## src/rtl/phase_sequencer.sv

```systemverilog
// Round-robin phase sequencer: enables one engine phase at a time, ends each phase
// on its done pulse or a watchdog expiry, and counts completed frames.
module phase_sequencer #(
  parameter int NUM_PHASES = 2,
  parameter int TIMEOUT_W  = 16,
  parameter int FRAME_W    = 16,
  parameter int IDX_W      = 1
) (
  input  logic                  clk,
  input  logic                  resetn,
  input  logic                  run,
  input  logic [NUM_PHASES-1:0] phase_mask,
  input  logic [NUM_PHASES-1:0] phase_done,
  input  logic [TIMEOUT_W-1:0]  timeout_limit,
  output logic [NUM_PHASES-1:0] phase_en,
  output logic [IDX_W-1:0]      active_phase,
  output logic                  busy,
  output logic                  frame_tick,
  output logic [FRAME_W-1:0]    frame_count,
  output logic                  timeout_err,
  output logic [IDX_W-1:0]      timeout_phase
);

  typedef enum logic [1:0] {S_IDLE, S_RUN, S_GAP} state_t;

  state_t                  state_q;
  logic                    last_q;
  logic [TIMEOUT_W-1:0]    wdog_q;
  logic [NUM_PHASES-1:0]   phase_en_q;
  logic [IDX_W-1:0]        active_q;
  logic                    busy_q;
  logic                    frame_tick_q;
  logic [FRAME_W-1:0]      frame_count_q;
  logic                    timeout_err_q;
  logic [IDX_W-1:0]        timeout_phase_q;

  function automatic logic has_from(input logic [NUM_PHASES-1:0] m, input int lo);
    has_from = 1'b0;
    for (int i = 0; i < NUM_PHASES; i++)
      if (i >= lo && m[i]) has_from = 1'b1;
  endfunction

  function automatic logic [IDX_W-1:0] idx_from(input logic [NUM_PHASES-1:0] m, input int lo);
    idx_from = '0;
    for (int i = NUM_PHASES - 1; i >= 0; i--)
      if (i >= lo && m[i]) idx_from = IDX_W'(i);
  endfunction

  function automatic logic [NUM_PHASES-1:0] onehot(input logic [IDX_W-1:0] idx);
    onehot = NUM_PHASES'(1) << idx;
  endfunction

  logic             done_hit;
  logic             wd_hit;
  logic             more_above;
  logic             mask_any;
  logic [IDX_W-1:0] next_idx;
  logic [IDX_W-1:0] low_idx;

  assign done_hit   = phase_done[active_q];
  assign wd_hit     = (timeout_limit != '0) && (wdog_q == timeout_limit - TIMEOUT_W'(1));
  assign more_above = has_from(phase_mask, int'(active_q) + 1);
  assign next_idx   = idx_from(phase_mask, int'(active_q) + 1);
  assign low_idx    = idx_from(phase_mask, 0);
  assign mask_any   = |phase_mask;

  always_ff @(posedge clk or negedge resetn) begin
    if (!resetn) begin
      state_q         <= S_IDLE;
      last_q          <= 1'b0;
      wdog_q          <= '0;
      phase_en_q      <= '0;
      active_q        <= '0;
      busy_q          <= 1'b0;
      frame_tick_q    <= 1'b0;
      frame_count_q   <= '0;
      timeout_err_q   <= 1'b0;
      timeout_phase_q <= '0;
    end else begin
      frame_tick_q <= 1'b0;
      case (state_q)
        S_IDLE: begin
          if (run && mask_any) begin
            state_q    <= S_RUN;
            active_q   <= low_idx;
            phase_en_q <= onehot(low_idx);
            wdog_q     <= '0;
            busy_q     <= 1'b1;
          end
        end
        S_RUN: begin
          if (done_hit || wd_hit) begin
            state_q    <= S_GAP;
            phase_en_q <= '0;
            // Done wins over a coincident watchdog expiry.
            if (!done_hit) begin
              timeout_err_q   <= 1'b1;
              timeout_phase_q <= active_q;
            end
            last_q <= !more_above;
            if (!more_above) begin
              frame_tick_q  <= 1'b1;
              frame_count_q <= frame_count_q + FRAME_W'(1);
            end
          end else begin
            wdog_q <= wdog_q + TIMEOUT_W'(1);
          end
        end
        S_GAP: begin
          // A frame already ticked restarts only under run; otherwise continue upward.
          if (!last_q && more_above) begin
            state_q    <= S_RUN;
            active_q   <= next_idx;
            phase_en_q <= onehot(next_idx);
            wdog_q     <= '0;
          end else if (last_q && run && mask_any) begin
            state_q    <= S_RUN;
            active_q   <= low_idx;
            phase_en_q <= onehot(low_idx);
            wdog_q     <= '0;
          end else begin
            state_q <= S_IDLE;
            busy_q  <= 1'b0;
          end
        end
        default: begin
          state_q    <= S_IDLE;
          phase_en_q <= '0;
          busy_q     <= 1'b0;
        end
      endcase
    end
  end

  assign phase_en      = phase_en_q;
  assign active_phase  = active_q;
  assign busy          = busy_q;
  assign frame_tick    = frame_tick_q;
  assign frame_count   = frame_count_q;
  assign timeout_err   = timeout_err_q;
  assign timeout_phase = timeout_phase_q;

endmodule

```

## config.mk

```make
export PLATFORM = sky130hd
export DESIGN_NAME = phase_sequencer
export DESIGN_NICKNAME = d
export VERILOG_FILES = /design/src/rtl/phase_sequencer.sv
export SDC_FILE = /design/constraint.sdc
export NUM_CORES = 1
export LEC_CHECK = 0
export BUFFER_PORTS_ARGS = -buffer_cell sky130_fd_sc_hd__clkbuf_2
export CAP_MARGIN = 20
export CELL_PAD_IN_SITES_DETAIL_PLACEMENT = 2
export CELL_PAD_IN_SITES_GLOBAL_PLACEMENT = 2
export CORE_UTILIZATION = 37
export CTS_BUF_LIST = sky130_fd_sc_hd__clkbuf_16
export DETAILED_ROUTE_END_ITERATION = 7
export GPL_TIMING_DRIVEN = 0
export MAX_ROUTING_LAYER = met4
export PLACE_DENSITY = 0.89
export SLEW_MARGIN = 10
export SYNTH_ARGS = -nofsm -noshare
export SYNTH_HDL_FRONTEND = slang
export SYNTH_SLANG_ARGS = --single-unit
```

## constraint.sdc

```tcl
create_clock -name clk -period 3.2 [get_ports clk]
set_input_delay 0.48 -clock clk [delete_from_list [all_inputs] [get_ports clk]]
set_output_delay 0.48 -clock clk [all_outputs]
set_load 0.1 [all_outputs]
```

**Yosys cells after proc, flatten, opt, wreduce, memory -nomap -nowiden**

Index checks and enable logic that the tools add are counted.

- Input port bits: 23
- Register bits: 42
- Output and inout port bits: 23
- Logic and storage cells: 88

- Magnitude comparators: 3
- Eq/ne operators: 9
- Shift-type cells: 2
- Mux-type cells: 34
- $add $sub $neg: 4
- Bitwise gates (word level): 3
- Reduce and logical (&&, ||, !) cells: 23

Operators by type and width:

| cell | number |
|---|---|
| $mux W16 | 4 |
| $pmux W16 S3 | 1 |
| $add A16 B1 Y16 const B | 2 |
| $mux W1 | 19 |
| $eq A16 B16 Y1 | 1 |
| $reduce_bool A16 Y1 | 1 |
| $sub A16 B1 Y16 const B | 1 |
| $mux W2 | 6 |
| $pmux W2 S3 | 2 |
| $reduce_and A3 Y1 | 4 |
| $ne A2 B2 Y1 const B | 5 |
| $reduce_and A4 Y1 | 2 |
| $logic_and A1 B1 Y1 | 7 |
| $ge A1 B2 Y1 const A | 2 |
| $reduce_and A2 Y1 | 2 |
| $shl A1 B1 Y2 const A | 2 |
| $ne A3 B3 Y1 const B | 1 |
| $not A1 Y1 | 3 |
| $pmux W1 S3 | 1 |
| $reduce_bool A3 Y1 | 1 |
| $add A1 B1 Y2 const B | 1 |
| $eq A2 B1 Y1 const B | 1 |
| $eq A2 B2 Y1 const B | 1 |
| $logic_not A1 Y1 | 2 |
| other kinds (6) | 6 |

**Logic depth before layout (Yosys ltp)**

Gate-level depths: netlist of run 1.

- Word-level depth: 8
- Depth in mapped cells: 11

**Worst setup path before layout of run 1**

Ideal clock, no wire load.

- Path type: input to register
- From: in timeout_limit[0]
- To: reg frame_count_q[1] (netlist: frame_count[1])
- Stages on the path: 9
- Buffers on the path: 0
- Setup slack: 0.523 ns
- Data arrival time: 2.549 ns
- Path through: inv_1 -> ha_1 -> or4b_4 -> nor4b_4 -> o211a_1 -> o2111ai_4 -> o21ai_2 -> nand3_2 -> mux2_1

- Longest elaborated chain between the ends: 5
- Elaborated cells on any way between the ends: 6

Ends and longest elaborated chain:

| element | line | RTL |
|---|---|---|
| from (decl) | 14 | `input logic [TIMEOUT_W-1:0] timeout_limit,` |
| $sub A16 B1 Y16 | 61 | `assign wd_hit = (timeout_limit != '0) && (wdog_q == timeout_limit - TIMEOUT_W'(1));` |
| $eq A16 B16 Y1 | 61 |  |
| $logic_and A1 B1 Y1 (*) | 61 |  |
| $logic_or A1 B1 Y1 (*) | 92 | `if (done_hit \|\| wd_hit) begin` |
| $reduce_and A3 Y1 (no source line) (*) | - |  |
| to (signal assigned) | 103 | `frame_count_q <= frame_count_q + FRAME_W'(1);` |
| to (decl) | 33 | `logic [FRAME_W-1:0] frame_count_q;` |

Mark *: on every way between the ends. The rest lies on a longest branch, timed or not.
A chain may end at the register's enable or synchronous reset.

**Worst setup path after layout of run 1**

- From: in timeout_limit[2]
- To: reg frame_count_q[3] (netlist: frame_count[3])

Same word-level chain as after synthesis.

==> out/qor_table.md, run 1 <==
| Quantity | Value | Unit |
| --- | --- | --- |
| Outcome | finished clean | - |
| Cell Int Power | 1.12 | mW |
| Ports placed on the boundary | 46 | - |
| Switching part of the total power | 48.4 | % |
| Max capacitance violation total | 0 | - |
| Area growth, synth to finish | 19.9 | % |
| Synth Warn # | 0 | - |
| Slew Limit Fails | 0 | - |
| Setup-violating endpoint count in the final report | 0 | - |
| Hold buffer count at cts | 0 | - |
| Cell at the root of the clock tree | sky130_fd_sc_hd__clkbuf_16 | - |
| Top cell family by delay on the critical path | compound AO/OA/AOI/OAI gates | - |
| Fmax | 0.336 | GHz |
| Global-route wire length before repair | 14300 | um |
| Mean number of vias per cell | 5.65 | - |
| Total wire length | 8720 | um |
| Combinational power share | 43.8 | % |
| Number of remaining DRC errors | 0 | - |
| Total CTS buffers | 5 | - |
| R2R cell count | 8 | - |
| Routed length per placed instance | 20.0 | um |
| Cell area after technology mapping | 0.00267 | sq mm |
| Share of total power in sequential cells | 33.1 | % |
| RePlAce Congestion | 0.783 | - |
| Crit path cell chain | clkbuf_2, nor3_1, nand4b_1, a221oi_1, o2111ai_1, o21ai_4, buf_4, nand3_1, xnor2_1 | - |
| CTS Buffer Depth | 2 | - |
| Commonest register cell after synthesis | sky130_fd_sc_hd__dfrtp_1 | - |
| Antenna-violating nets left | 0 | - |
| Die Width | 87.0 | um |
| Synthesized netlist net count | 310 | - |
| Fraction of synthesized cell area taken by the top area cell type | 39.3 | % |
| Total routing resource utilization after global routing | 25.3 | % |
| Endpoint arrival time on the critical path | 3.16 | ns |
| Remaining Overflow, GRT | 0 | - |
| PwrDens | 677 | mW/mm^2 |
| Async set or reset register ratio after synthesis | 100 | % |
| Number of sinks handled by clock tree synthesis | 42 | - |
| Maximum vdd drop | 441 | uV |
| Path type of the worst min-delay path | in2async | - |
| Worst slack after detailed placement | -0.225 | ns |
| PnR worst setup slack | 0.224 | ns |
| Startpoint-to-endpoint class of the critical path | in2reg | - |
| Number of standard-cell rows in the floorplan | 30 | - |
| Vertical die dimension | 87.0 | um |
| Total Neg Setup Slack | 0 | ns |
| Sum of internal, switching and leakage power | 2.17 | mW |
| TritonCTS clock tree | done | - |
| Antenna Cells | 0 | - |
| Worst path bufs/invs | 2 | - |
| Number of distinct library cells after synthesis | 58 | - |
| Data required time of the critical path | 3.39 | ns |
| Highest net fanout along the worst path | 10 | - |
| Largest net degree at the start of global routing | 43 | - |
| Mapped Avg Cell Area | 9.41 | sq um |
| Most common cell after layout, fill and taps aside | sky130_fd_sc_hd__clkbuf_2 | - |
| Number of global-route vias before repair | 2753 | - |
| Leakage power | 1.44 | nW |
| Port bufs | 45 | - |
| Number of antenna violations at the first check in global routing | 0 | - |
| HPWL reported at the end of detailed placement | 6180 | um |
| Post-synthesis instance total | 284 | - |
| Nets | 364 | - |
| Slowest cell delay on critical path | 0.64 | ns |
| Slew at the pin with the worst max-slew slack | 0.802 | ns |
| Main area contributors after synthesis | sky130_fd_sc_hd__dfrtp_1 39%, sky130_fd_sc_hd__xnor2_1 8.9%, sky130_fd_sc_hd__and3_1 4.0% | - |
| Core area | 0.00687 | sq mm |
| Startpoint Class | primary input | - |
| Synth Register Bits | 42 | - |
| Reported net switching power | 1.05 | mW |
| Routed via count | 2456 | - |
| Number of hold-slack violations in the final timing report | 0 | - |
| Crit path time final | 2.98 | ns |
| Initial DRT Pass Iterations | 4 | - |
| Final period utilization | 93.0 | % |
| Number of synthesized flops with an enable pin | 0 | - |
| Violation count after the first detailed-route iteration | 60 | - |
| CTS H-tree lvls | 2 | - |
| Kind of end point of the critical path | flop | - |
| Relative slew margins | 46.2 | % |
| Skew final | 0.00487 | ns |
| Clock transition at the register clock pins on the worst setup and hold paths after CTS | 0.06 | ns |
| Clock share of power | 23.2 | % |
| Top library cells by usage in the layout, fill and taps aside | 45 x sky130_fd_sc_hd__clkbuf_2, 42 x sky130_fd_sc_hd__dfrtp_1, 27 x sky130_fd_sc_hd__xnor2_1 | - |
| Floorplan die area | 0.00756 | sq mm |
| Master of the slowest instance on the critical path | sky130_fd_sc_hd__nor3_1 | - |
| Initial Util | 38.9 | % |
| Clock latency of the later-clocked register in the worst-skew pair | 0.29 | ns |
| Cell taking the most area after synthesis | sky130_fd_sc_hd__dfrtp_1 | - |
| Number of stages on the worst setup path | 9 | - |
| Fraction of final layout cells with drive strength greater than 1 | 19.8 | % |
| Share of the yosys chip area belonging to registers | 39.3 | % |
| Filler cell count in the final layout | 784 | - |
[through the flow]
stage          instance area (sq um)  hold WS [ns]  util, %  std cells
3_3_place_gp                    3020         0.456     43.9        425
3_5_place_dp                    3020         0.467     43.9        425
4_1_cts                         3170         0.443     46.1        433
5_1_grt                         3200         0.161     46.6        435
2_1_floorplan                   2670         0.184        -        284
6_report                        3200         0.136     46.6        435
[power groups by stage]
stage / Sequential, mW / Combinational, mW / Clock, mW
floorplan: 1.07 / 0.348 / 0
global placement: 0.719 / 0.897 / 0
detailed placement: 0.725 / 0.932 / 0
CTS: 0.717 / 0.949 / 0.511
global route: 0.731 / 1.01 / 0.535
finish: 0.717 / 0.949 / 0.502
[layer usage]
| layer | vias to the layer above | global-route usage (%) | wire (um) |
|---|---|---|---|
| li1 | 1152 | - | - |
| met3 | 13 | 2.84 | 166 |
| met4 | 0 | 6.82 | 125 |
| met2 | 44 | 43.6 | 4460 |
| met1 | 1247 | 31.4 | 3970 |
| met5 | - | - | 0 |
[kinds of logic after synthesis]
group | count (synthesis) | synth area share, %
muxes | 6 | 2.34
AOI/OAI and AO/OA | 57 | 15.6
buffers and inverters | 19 | 3.28
xor gates and xnor gates | 34 | 11.1
DFF | 42 | 39.3
and+or+nand+nor | 123 | 26.9
adders and majority gates | 3 | 1.41
[synth_stat cells, types with 7 or more instances]
library cell and n:
sky130_fd_sc_hd__inv_1 9, sky130_fd_sc_hd__and3_1 17, sky130_fd_sc_hd__nand4_1 7, sky130_fd_sc_hd__dfrtp_1 42, sky130_fd_sc_hd__or4_1 7, sky130_fd_sc_hd__a21oi_1 9
sky130_fd_sc_hd__xnor2_1 27, sky130_fd_sc_hd__nand2_1 22, sky130_fd_sc_hd__nand3_1 17, sky130_fd_sc_hd__nor3_1 8, sky130_fd_sc_hd__xor2_1 7, sky130_fd_sc_hd__nor2_1 11
[worst paths after layout]
kind | startpoint | end | slack [ns]
hold reg to reg | timeout_err$_DFFE_PN0P_ | timeout_err$_DFFE_PN0P_ | 0.48
max in group asynchronous | resetn | wdog_q[13]$_DFFE_PN0P_ | 2.54
setup reg to reg | wdog_q[2]$_DFFE_PN0P_ | wdog_q[15]$_DFFE_PN0P_ | 0.49
hold / removal | resetn | wdog_q[0]$_DFFE_PN0P_ | 0.14
min in group clk | timeout_err$_DFFE_PN0P_ | timeout_err$_DFFE_PN0P_ | 0.48
setup / recovery | timeout_limit[2] | frame_count[3]$_DFFE_PN0P_ | 0.22
[final cells by class]
cell class                      count  area [sq um]  share of cell area [%]
Clock buffer                        5           125                    3.91
Buffer                             10          53.8                    1.68
Clock inverter                      3          17.5                   0.547
Inverter                            9          33.8                    1.05
Timing Repair Buffer               47           253                    7.89
Sequential cell                    42          1050                    32.8
Multi-Input combinational cell    223          1550                    48.4
Tap cell                           96           120                    3.75
[repair_timing]
item                                    4_1_cts  5_1_grt
endpoints found under the setup margin        5        6
setup buffers                                 0        1
gates resized for setup                       1        1
pin swaps                                     0        0
[registers in the layout (all words and copies together) (netlist names), 2 cells and up]
name         flops
phase_en         2
state_q          2
frame_count     16
wdog_q          16
[worst register-to-register path, cell delays in order, from the launching register on]
cell and delay, ns:
sky130_fd_sc_hd__dfrtp_1 0.32, sky130_fd_sc_hd__clkbuf_1 0.38, sky130_fd_sc_hd__and4_1 0.36, sky130_fd_sc_hd__and3_1 0.24, sky130_fd_sc_hd__and3_1 0.23, sky130_fd_sc_hd__and3_1 0.24
sky130_fd_sc_hd__nand3_1 0.19, sky130_fd_sc_hd__or4_1 0.53, sky130_fd_sc_hd__a21oi_1 0.16
Power figures use the tool's default switching activity.
==> inputs of run 2 (changes only) <==
--- a/config.mk
+++ b/config.mk
@@ -9,12 +9,13 @@
 export CAP_MARGIN = 20
 export CELL_PAD_IN_SITES_DETAIL_PLACEMENT = 2
 export CELL_PAD_IN_SITES_GLOBAL_PLACEMENT = 2
-export CORE_UTILIZATION = 37
+export CORE_UTILIZATION = 31
 export CTS_BUF_LIST = sky130_fd_sc_hd__clkbuf_16
+export CTS_CLUSTER_DIAMETER = 120
 export DETAILED_ROUTE_END_ITERATION = 7
 export GPL_TIMING_DRIVEN = 0
 export MAX_ROUTING_LAYER = met4
-export PLACE_DENSITY = 0.89
+export PLACE_DENSITY = 0.8
 export SLEW_MARGIN = 10
 export SYNTH_ARGS = -nofsm -noshare
 export SYNTH_HDL_FRONTEND = slang
==> constraint.sdc (replaced) <==
create_clock -name clk -period 2.5 [get_ports clk]
set_input_delay 0.375 -clock clk [delete_from_list [all_inputs] [get_ports clk]]
set_output_delay 0.375 -clock clk [all_outputs]
set_load 0.1 [all_outputs]
==> run 2 against run 1 <==
  * The flow now finishes with violations (hold timing, setup timing)
  * Setup slack worse by 0.34 ns
  * Hold slack lost 0.14 ns
  * Total power rose by 42%
  * Clock power increased by 32%
  * Critical endpoint is now frame_count[14]$_DFFE_PN0P_
  * Largest cell class unchanged
==> out/qor_table.md, run 2 (synthesized netlist as in run 1, its figures left out) <==
| Quantity | Value | Unit |
| --- | --- | --- |
| Outcome | complete, but fails checks | - |
| Violations in the final reports | hold timing, setup timing | - |
| Finished layout cell area | 0.00364 | sq mm |
| Crit path cell chain | clkbuf_16, clkinv_8, ha_4, buf_4, nor2b_1, or3_1, a31oi_1, o2111ai_4, o21ai_4, buf_12, buf_8, nand4_1, xnor2_1 | - |
| Total routing resource utilization after global routing | 20.7 | % |
| Master of the slowest instance on the critical path | sky130_fd_sc_hd__a31oi_1 | - |
| Violation count after the first detailed-route iteration | 69 | - |
| Initial DRT Pass Iterations | 4 | - |
| Number of global-route vias before repair | 2719 | - |
| Worst slack after detailed placement | -0.660 | ns |
| Number of hold-slack violations in the final timing report | 6 | - |
| Startpoint-to-endpoint class of the critical path | in2reg | - |
| Fraction of final layout cells with drive strength greater than 1 | 32.4 | % |
| RSZ-0062 raised after global routing | yes | - |
| Number of sinks handled by clock tree synthesis | 42 | - |
| Slowest cell delay on critical path | 0.38 | ns |
| Antenna Cells | 0 | - |
| Path type of the worst min-delay path | in2async | - |
| Highest net fanout along the worst path | 5 | - |
| TritonCTS clock tree | done | - |
| Slew Limit Fails | 0 | - |
| Number of remaining DRC errors | 0 | - |
| R2R cell count | 8 | - |
| Slew at the pin with the worst max-slew slack | 0.826 | ns |
| RePlAce Congestion | 0.765 | - |
| Remaining Overflow, GRT | 0 | - |
| Most common cell after layout, fill and taps aside | sky130_fd_sc_hd__clkbuf_2 | - |
| Nets | 380 | - |
| Port bufs | 45 | - |
| Setup-violating endpoint count in the final report | 22 | - |
| Worst reg2reg startpoint | wdog_q[2]$_DFFE_PN0P_ | - |
| Setup slack, reg-to-reg | 0.01 | ns |
| Floorplan die area | 0.00899 | sq mm |
| Crit path time final | 2.61 | ns |
| Number of standard-cell rows in the floorplan | 33 | - |
| HPWL reported at the end of detailed placement | 5940 | um |
| Filler cell count in the final layout | 877 | - |
| Kind of end point of the critical path | flop | - |
| Reg-to-Reg End | frame_count[14]$_DFFE_PN0P_ | - |
| Final hold slack | -0.00249 | ns |
| Total Neg Setup Slack | -0.801 | ns |
| Filler-free cell count of the finished design | 460 | - |
| Area after DPL | 0.00305 | sq mm |
| Core area | 0.00826 | sq mm |
| Fmax | 0.382 | GHz |
| CTS H-tree lvls | 2 | - |
| Skew final | 0.00879 | ns |
| Routed length on met1 | 4420 | um |
| Routed via count | 2583 | - |
| PwrDens | 846 | mW/mm^2 |
| Placed Instances | 434 | - |
| Startpoint Class | primary input | - |
| Max Used Layer | met4 | - |
| Vertical die dimension | 94.8 | um |
| CTS Buffer Depth | 2 | - |
| Data required time of the critical path | 2.71 | ns |
| Final period utilization | 105 | % |
| Top library cells by usage in the layout, fill and taps aside | 43 x sky130_fd_sc_hd__clkbuf_2, 41 x sky130_fd_sc_hd__dfrtp_1, 26 x sky130_fd_sc_hd__xnor2_1 | - |
| Clock transition at the register clock pins on the worst setup and hold paths after CTS | 0.07 | ns |
| Initial Util | 32.3 | % |
| Global-route wire length before repair | 14000 | um |
| Number of antenna violations at the first check in global routing | 0 | - |
| Hold buffer count at cts | 0 | - |
| Clock latency of the later-clocked register in the worst-skew pair | 0.29 | ns |
| Leakage power | 1.60 | nW |
| Wire length on met3 | 201 | um |
| Routed length per placed instance | 21.4 | um |
| Cell at the root of the clock tree | sky130_fd_sc_hd__clkbuf_16 | - |
| Total wire length | 9840 | um |
| Endpoint arrival time on the critical path | 2.82 | ns |
| Relative slew margins | 44.9 | % |
| Max capacitance violation total | 0 | - |
| Die Width | 94.8 | um |
| Ports placed on the boundary | 46 | - |
| Mean number of vias per cell | 5.62 | - |
| Detailed route wirelength on metal2 | 4980 | um |
| Maximum vdd drop | 463 | uV |
| Total CTS buffers | 5 | - |
| Largest net degree at the start of global routing | 43 | - |
| PnR worst setup slack | -0.115 | ns |
| Antenna-violating nets left | 0 | - |
| Area growth, synth to finish | 36.2 | % |
[run 2: cell count changes in the layout (fill, tap and decap cells not counted), sizes merged]
cell / change
buf: +16
clkinv: +1
inv: -1
[run 2: cell type report]
| cell class | instances | area [sq um] | share of cell area, % |
|---|---|---|---|
| buffer | 9 | 71.3 | 1.96 |
| clock buffer | 5 | 125 | 3.44 |
| clock inverter | 3 | 18.8 | 0.516 |
| inverter | 9 | 48.8 | 1.34 |
| multi-input combinational | 223 | 1730 | 47.5 |
| sequential | 42 | 1050 | 28.9 |
| tap | 105 | 131 | 3.61 |
| timing repair buffer | 64 | 462 | 12.7 |
[run 2: worst max-delay path: cells and delay by family]
kind | cells | cell delay, ns
simple gates | 3 | 0.59
buf+inv | 5 | 0.57
fa+ha+maj | 1 | 0.15
compound gates | 3 | 0.87
xor+xnor | 1 | 0.24
[run 2: stage by stage]
stage,power [mW],hold WS [ns],utilization (%)
after detailed placement,2.13,0.466,37.0
after global routing,3.22,0.0136,44.0
after global placement,2.09,0.462,37.0
after floorplan,1.82,0.0794,-
after CTS,2.93,0.337,41.6
final,3.08,-0.00249,44.0
[run 2: power breakdown]
part	total (mW)	leakage, nW	internal (mW)	switching, mW
logic	1.49	0.962	0.451	1.03
clock network	0.664	0.0740	0.371	0.294
registers	0.929	0.566	0.784	0.145
total	3.08	1.60	1.61	1.47
[run 2: timing repair]
action,4_1_cts,5_1_grt
cloned,2,1
endpoints found under the setup margin,38,36
buffers inserted,9,6
gates resized for setup,30,25
pin swaps,24,28
[run 2: per-layer routing]
layer / vias up / GRT usage [%]
li1: 1188 / -
met2: 44 / 35.2
met3: 21 / 2.09
met5: - / -
met4: 0 / 5.05
met1: 1330 / 26.3
[run 2: worst max-delay path by stage]
stage	startpoint	endpoint	slack, ns	depth (start not counted)
final	timeout_limit[0]	frame_count[14]$_DFFE_PN0P_	-0.11	13
after global routing	wdog_q[6]$_DFFE_PN0P_	frame_count[14]$_DFFE_PN0P_	-0.18	9
after CTS	timeout_limit[1]	frame_count[1]$_DFFE_PN0P_	-0.03	11
after detailed placement	timeout_limit[0]	wdog_q[1]$_DFFE_PN0P_	-0.66	12
after global placement	timeout_limit[0]	wdog_q[1]$_DFFE_PN0P_	-0.56	12
after floorplan	timeout_limit[1]	wdog_q[9]$_DFFE_PN0P_	-0.009	9
==> inputs of run 3 (changes only) <==
--- a/config.mk
+++ b/config.mk
@@ -7,15 +7,13 @@
 export LEC_CHECK = 0
 export BUFFER_PORTS_ARGS = -buffer_cell sky130_fd_sc_hd__clkbuf_2
 export CAP_MARGIN = 20
-export CELL_PAD_IN_SITES_DETAIL_PLACEMENT = 2
-export CELL_PAD_IN_SITES_GLOBAL_PLACEMENT = 2
-export CORE_UTILIZATION = 31
+export CORE_UTILIZATION = 45
 export CTS_BUF_LIST = sky130_fd_sc_hd__clkbuf_16
 export CTS_CLUSTER_DIAMETER = 120
 export DETAILED_ROUTE_END_ITERATION = 7
 export GPL_TIMING_DRIVEN = 0
 export MAX_ROUTING_LAYER = met4
-export PLACE_DENSITY = 0.8
+export PLACE_DENSITY = 0.74
 export SLEW_MARGIN = 10
 export SYNTH_ARGS = -nofsm -noshare
 export SYNTH_HDL_FRONTEND = slang
==> run 3 against run 2 <==
  * The flow finishes with violations (setup timing)
  * Setup slack better by 0.066 ns
  * Via count fell by 3.4%
  * Count of clock-buffer cells in the layout stayed put
  * Final area fell by 3.7%
  * Maximum frequency grew 2.6%
  * Global-route usage is 0.66 points higher
  * Sequential power fell by 0.6%
  * Die area fell by 31%
  * Sequential share of layout area rose by 1.1 points
  * Non-clock buffer count shrank 6
  * Critical path depth down 2
  * Total power down 5.3%
  * Critical path type unchanged
  * Critical endpoint is now wdog_q[10]$_DFFE_PN0P_
==> out/qor_table.md, run 3 (synthesized netlist as in run 1, its figures left out) <==
| Quantity | Value | Unit |
| --- | --- | --- |
| Outcome | complete, but fails checks | - |
| Violations in the final reports | setup timing | - |
| Total CTS buffers | 5 | - |
| Slew Limit Fails | 0 | - |
| Fraction of final layout cells with drive strength greater than 1 | 31.0 | % |
| Violation count after the first detailed-route iteration | 146 | - |
| Initial DRT Pass Iterations | 4 | - |
| Total Neg Setup Slack | -0.223 | ns |
| Number of antenna violations at the first check in global routing | 0 | - |
| Total wire length | 6580 | um |
| Number of remaining DRC errors | 0 | - |
| Global-route track usage on met2 | 32.4 | % |
| Largest net degree at the start of global routing | 43 | - |
| Path type of the worst min-delay path | in2async | - |
| Hold buffer count at cts | 0 | - |
| RSZ-0062 raised after global routing | yes | - |
| Setup slack, reg-to-reg | 0.06 | ns |
| Kind of end point of the critical path | flop | - |
| PwrDens | 832 | mW/mm^2 |
| Port bufs | 45 | - |
| Crit path time final | 2.55 | ns |
| Die Width | 79.0 | um |
| Data required time of the critical path | 2.70 | ns |
| Remaining Overflow, GRT | 0 | - |
| Leakage power | 1.55 | nW |
| Clock latency of the later-clocked register in the worst-skew pair | 0.28 | ns |
| Combinational power share | 47.7 | % |
| Skew final | 0.00649 | ns |
| Global routing's busiest layer | met2 | - |
| Startpoint-to-endpoint class of the critical path | in2reg | - |
| Filler-free cell count of the finished design | 420 | - |
| HPWL reported at the end of detailed placement | 4390 | um |
| Vertical die dimension | 79.0 | um |
| Total routing resource utilization after global routing | 21.4 | % |
| Routed via count | 2495 | - |
| Most common cell after layout, fill and taps aside | sky130_fd_sc_hd__clkbuf_2 | - |
| Met1 usage | 28.9 | % |
| Setup-violating endpoint count in the final report | 14 | - |
| CTS Buffer Depth | 2 | - |
| Ports placed on the boundary | 46 | - |
| Number of standard-cell rows in the floorplan | 27 | - |
| Share of total power in sequential cells | 31.6 | % |
| Mean number of vias per cell | 5.94 | - |
| Antenna-violating nets left | 0 | - |
| Antenna Cells | 0 | - |
| Global-route wire length before repair | 10100 | um |
| RePlAce Congestion | 0.813 | - |
| Final period utilization | 102 | % |
| Area growth, synth to finish | 31.1 | % |
| Cell at the root of the clock tree | sky130_fd_sc_hd__clkbuf_16 | - |
| Top library cells by usage in the layout, fill and taps aside | 43 x sky130_fd_sc_hd__clkbuf_2, 42 x sky130_fd_sc_hd__dfrtp_1, 25 x sky130_fd_sc_hd__xnor2_1 | - |
| Fmax | 0.392 | GHz |
| Initial Util | 47.6 | % |
| PnR worst setup slack | -0.0485 | ns |
| Relative slew margins | 42.0 | % |
| Reported net switching power | 1.36 | mW |
| Routed length per placed instance | 15.7 | um |
| TritonCTS clock tree | done | - |
| Sum of internal, switching and leakage power | 2.92 | mW |
| Number of hold-slack violations in the final timing report | 0 | - |
| Placed Instances | 401 | - |
| Startpoint Class | primary input | - |
| Number of sinks handled by clock tree synthesis | 42 | - |
| Maximum vdd drop | 1010 | uV |
| Clock share of power | 20.7 | % |
| Number of global-route vias before repair | 2193 | - |
| Switching part of the total power | 46.8 | % |
| CTS H-tree lvls | 2 | - |
| Endpoint arrival time on the critical path | 2.75 | ns |
| Floorplan die area | 0.00625 | sq mm |
| Core area | 0.00561 | sq mm |
| Highest net fanout along the worst path | 8 | - |
| Slew at the pin with the worst max-slew slack | 0.871 | ns |
| Max capacitance violation total | 0 | - |
| Global routing usage on met3 | 3.45 | % |
| Nets | 374 | - |
| Cell Int Power | 1.55 | mW |
| Clock transition at the register clock pins on the worst setup and hold paths after CTS | 0.06 | ns |
-- run 3: changes by cell type in the layout (fill, tap and decap cells not counted), moves of 2 or more --
| cell | previous run | this run |
|---|---|---|
| sky130_fd_sc_hd__o21ai_2 | 3 | 1 |
| sky130_fd_sc_hd__buf_4 | 10 | 6 |
| sky130_fd_sc_hd__nand3_1 | 13 | 8 |
| sky130_fd_sc_hd__o21ai_1 | 3 | 5 |
| sky130_fd_sc_hd__nand3_2 | 1 | 7 |
-- run 3: stage by stage --
step | setup slack, ns | hold WS [ns] | util [%] | cell area, sq um
after floorplan | -0.00905 | 0.0794 | - | 2700
after global placement | -0.452 | 0.459 | 53.7 | 3010
after detailed placement | -0.570 | 0.471 | 53.7 | 3010
after CTS | -0.0115 | 0.308 | 57.5 | 3220
after global routing | -0.158 | 0.0583 | 62.5 | 3500
final | -0.0485 | 0.0254 | 62.5 | 3500
-- run 3: layout make-up --
cell class | count | area (sq um)
fillers | 471 | 2100
multi-input cells | 223 | 1740
flip-flops and latches | 42 | 1050
repair buffers | 58 | 382
clock buffers | 5 | 125
well taps | 72 | 90.1
plain buffers | 9 | 67.6
inverters | 9 | 38.8
clock inverters | 2 | 10.0
-- run 3: path summary, 6_finish.rpt --
check,startpoint,end,depth (start not counted)
worst max-delay path,timeout_limit[1],wdog_q[10]$_DFFE_PN0P_,11
worst min-delay path,resetn,last_q$_DFFE_PN0P_,1
worst max register to register,wdog_q[2]$_DFFE_PN0P_,frame_count[14]$_DFFE_PN0P_,7
worst min register to register,timeout_err$_DFFE_PN0P_,timeout_err$_DFFE_PN0P_,1
max in group asynchronous,resetn,wdog_q[15]$_DFFE_PN0P_,2
min in group clk,timeout_err$_DFFE_PN0P_,timeout_err$_DFFE_PN0P_,1
-- run 3: metal layers --
layer  vias up  wire length [um]
li1       1184                 -
met1      1205              3050
met2        94              3100
met3        12               337
met4         0                98
met5         -                 0
-- run 3: repair_timing --
item                       in CTS  in global routing
gates cloned                    1                  2
setup endpoints to repair      37                 39
buffers inserted                4                  5
resized for setup               8                 44
pin swaps                       3                 30
-- run 3: power groups by stage --
stage / clock [mW] / combinational, mW / sequential [mW]
2_1_floorplan: 0 / 0.456 / 1.37
3_3_place_gp: 0 / 1.15 / 0.917
3_5_place_dp: 0 / 1.17 / 0.925
4_1_cts: 0.611 / 1.23 / 0.914
5_1_grt: 0.643 / 1.47 / 0.939
6_report: 0.602 / 1.39 / 0.923
-- run 3: worst max-delay path, cell delays in order --
cell and delay, ns:
sky130_fd_sc_hd__buf_8 0.10, sky130_fd_sc_hd__inv_4 0.05, sky130_fd_sc_hd__ha_4 0.15, sky130_fd_sc_hd__or4b_4 0.51, sky130_fd_sc_hd__nor4b_4 0.32, sky130_fd_sc_hd__nor3_2 0.09
sky130_fd_sc_hd__o2111ai_4 0.28, sky130_fd_sc_hd__o21bai_4 0.16, sky130_fd_sc_hd__buf_2 0.19, sky130_fd_sc_hd__or3_1 0.37, sky130_fd_sc_hd__a21oi_1 0.15
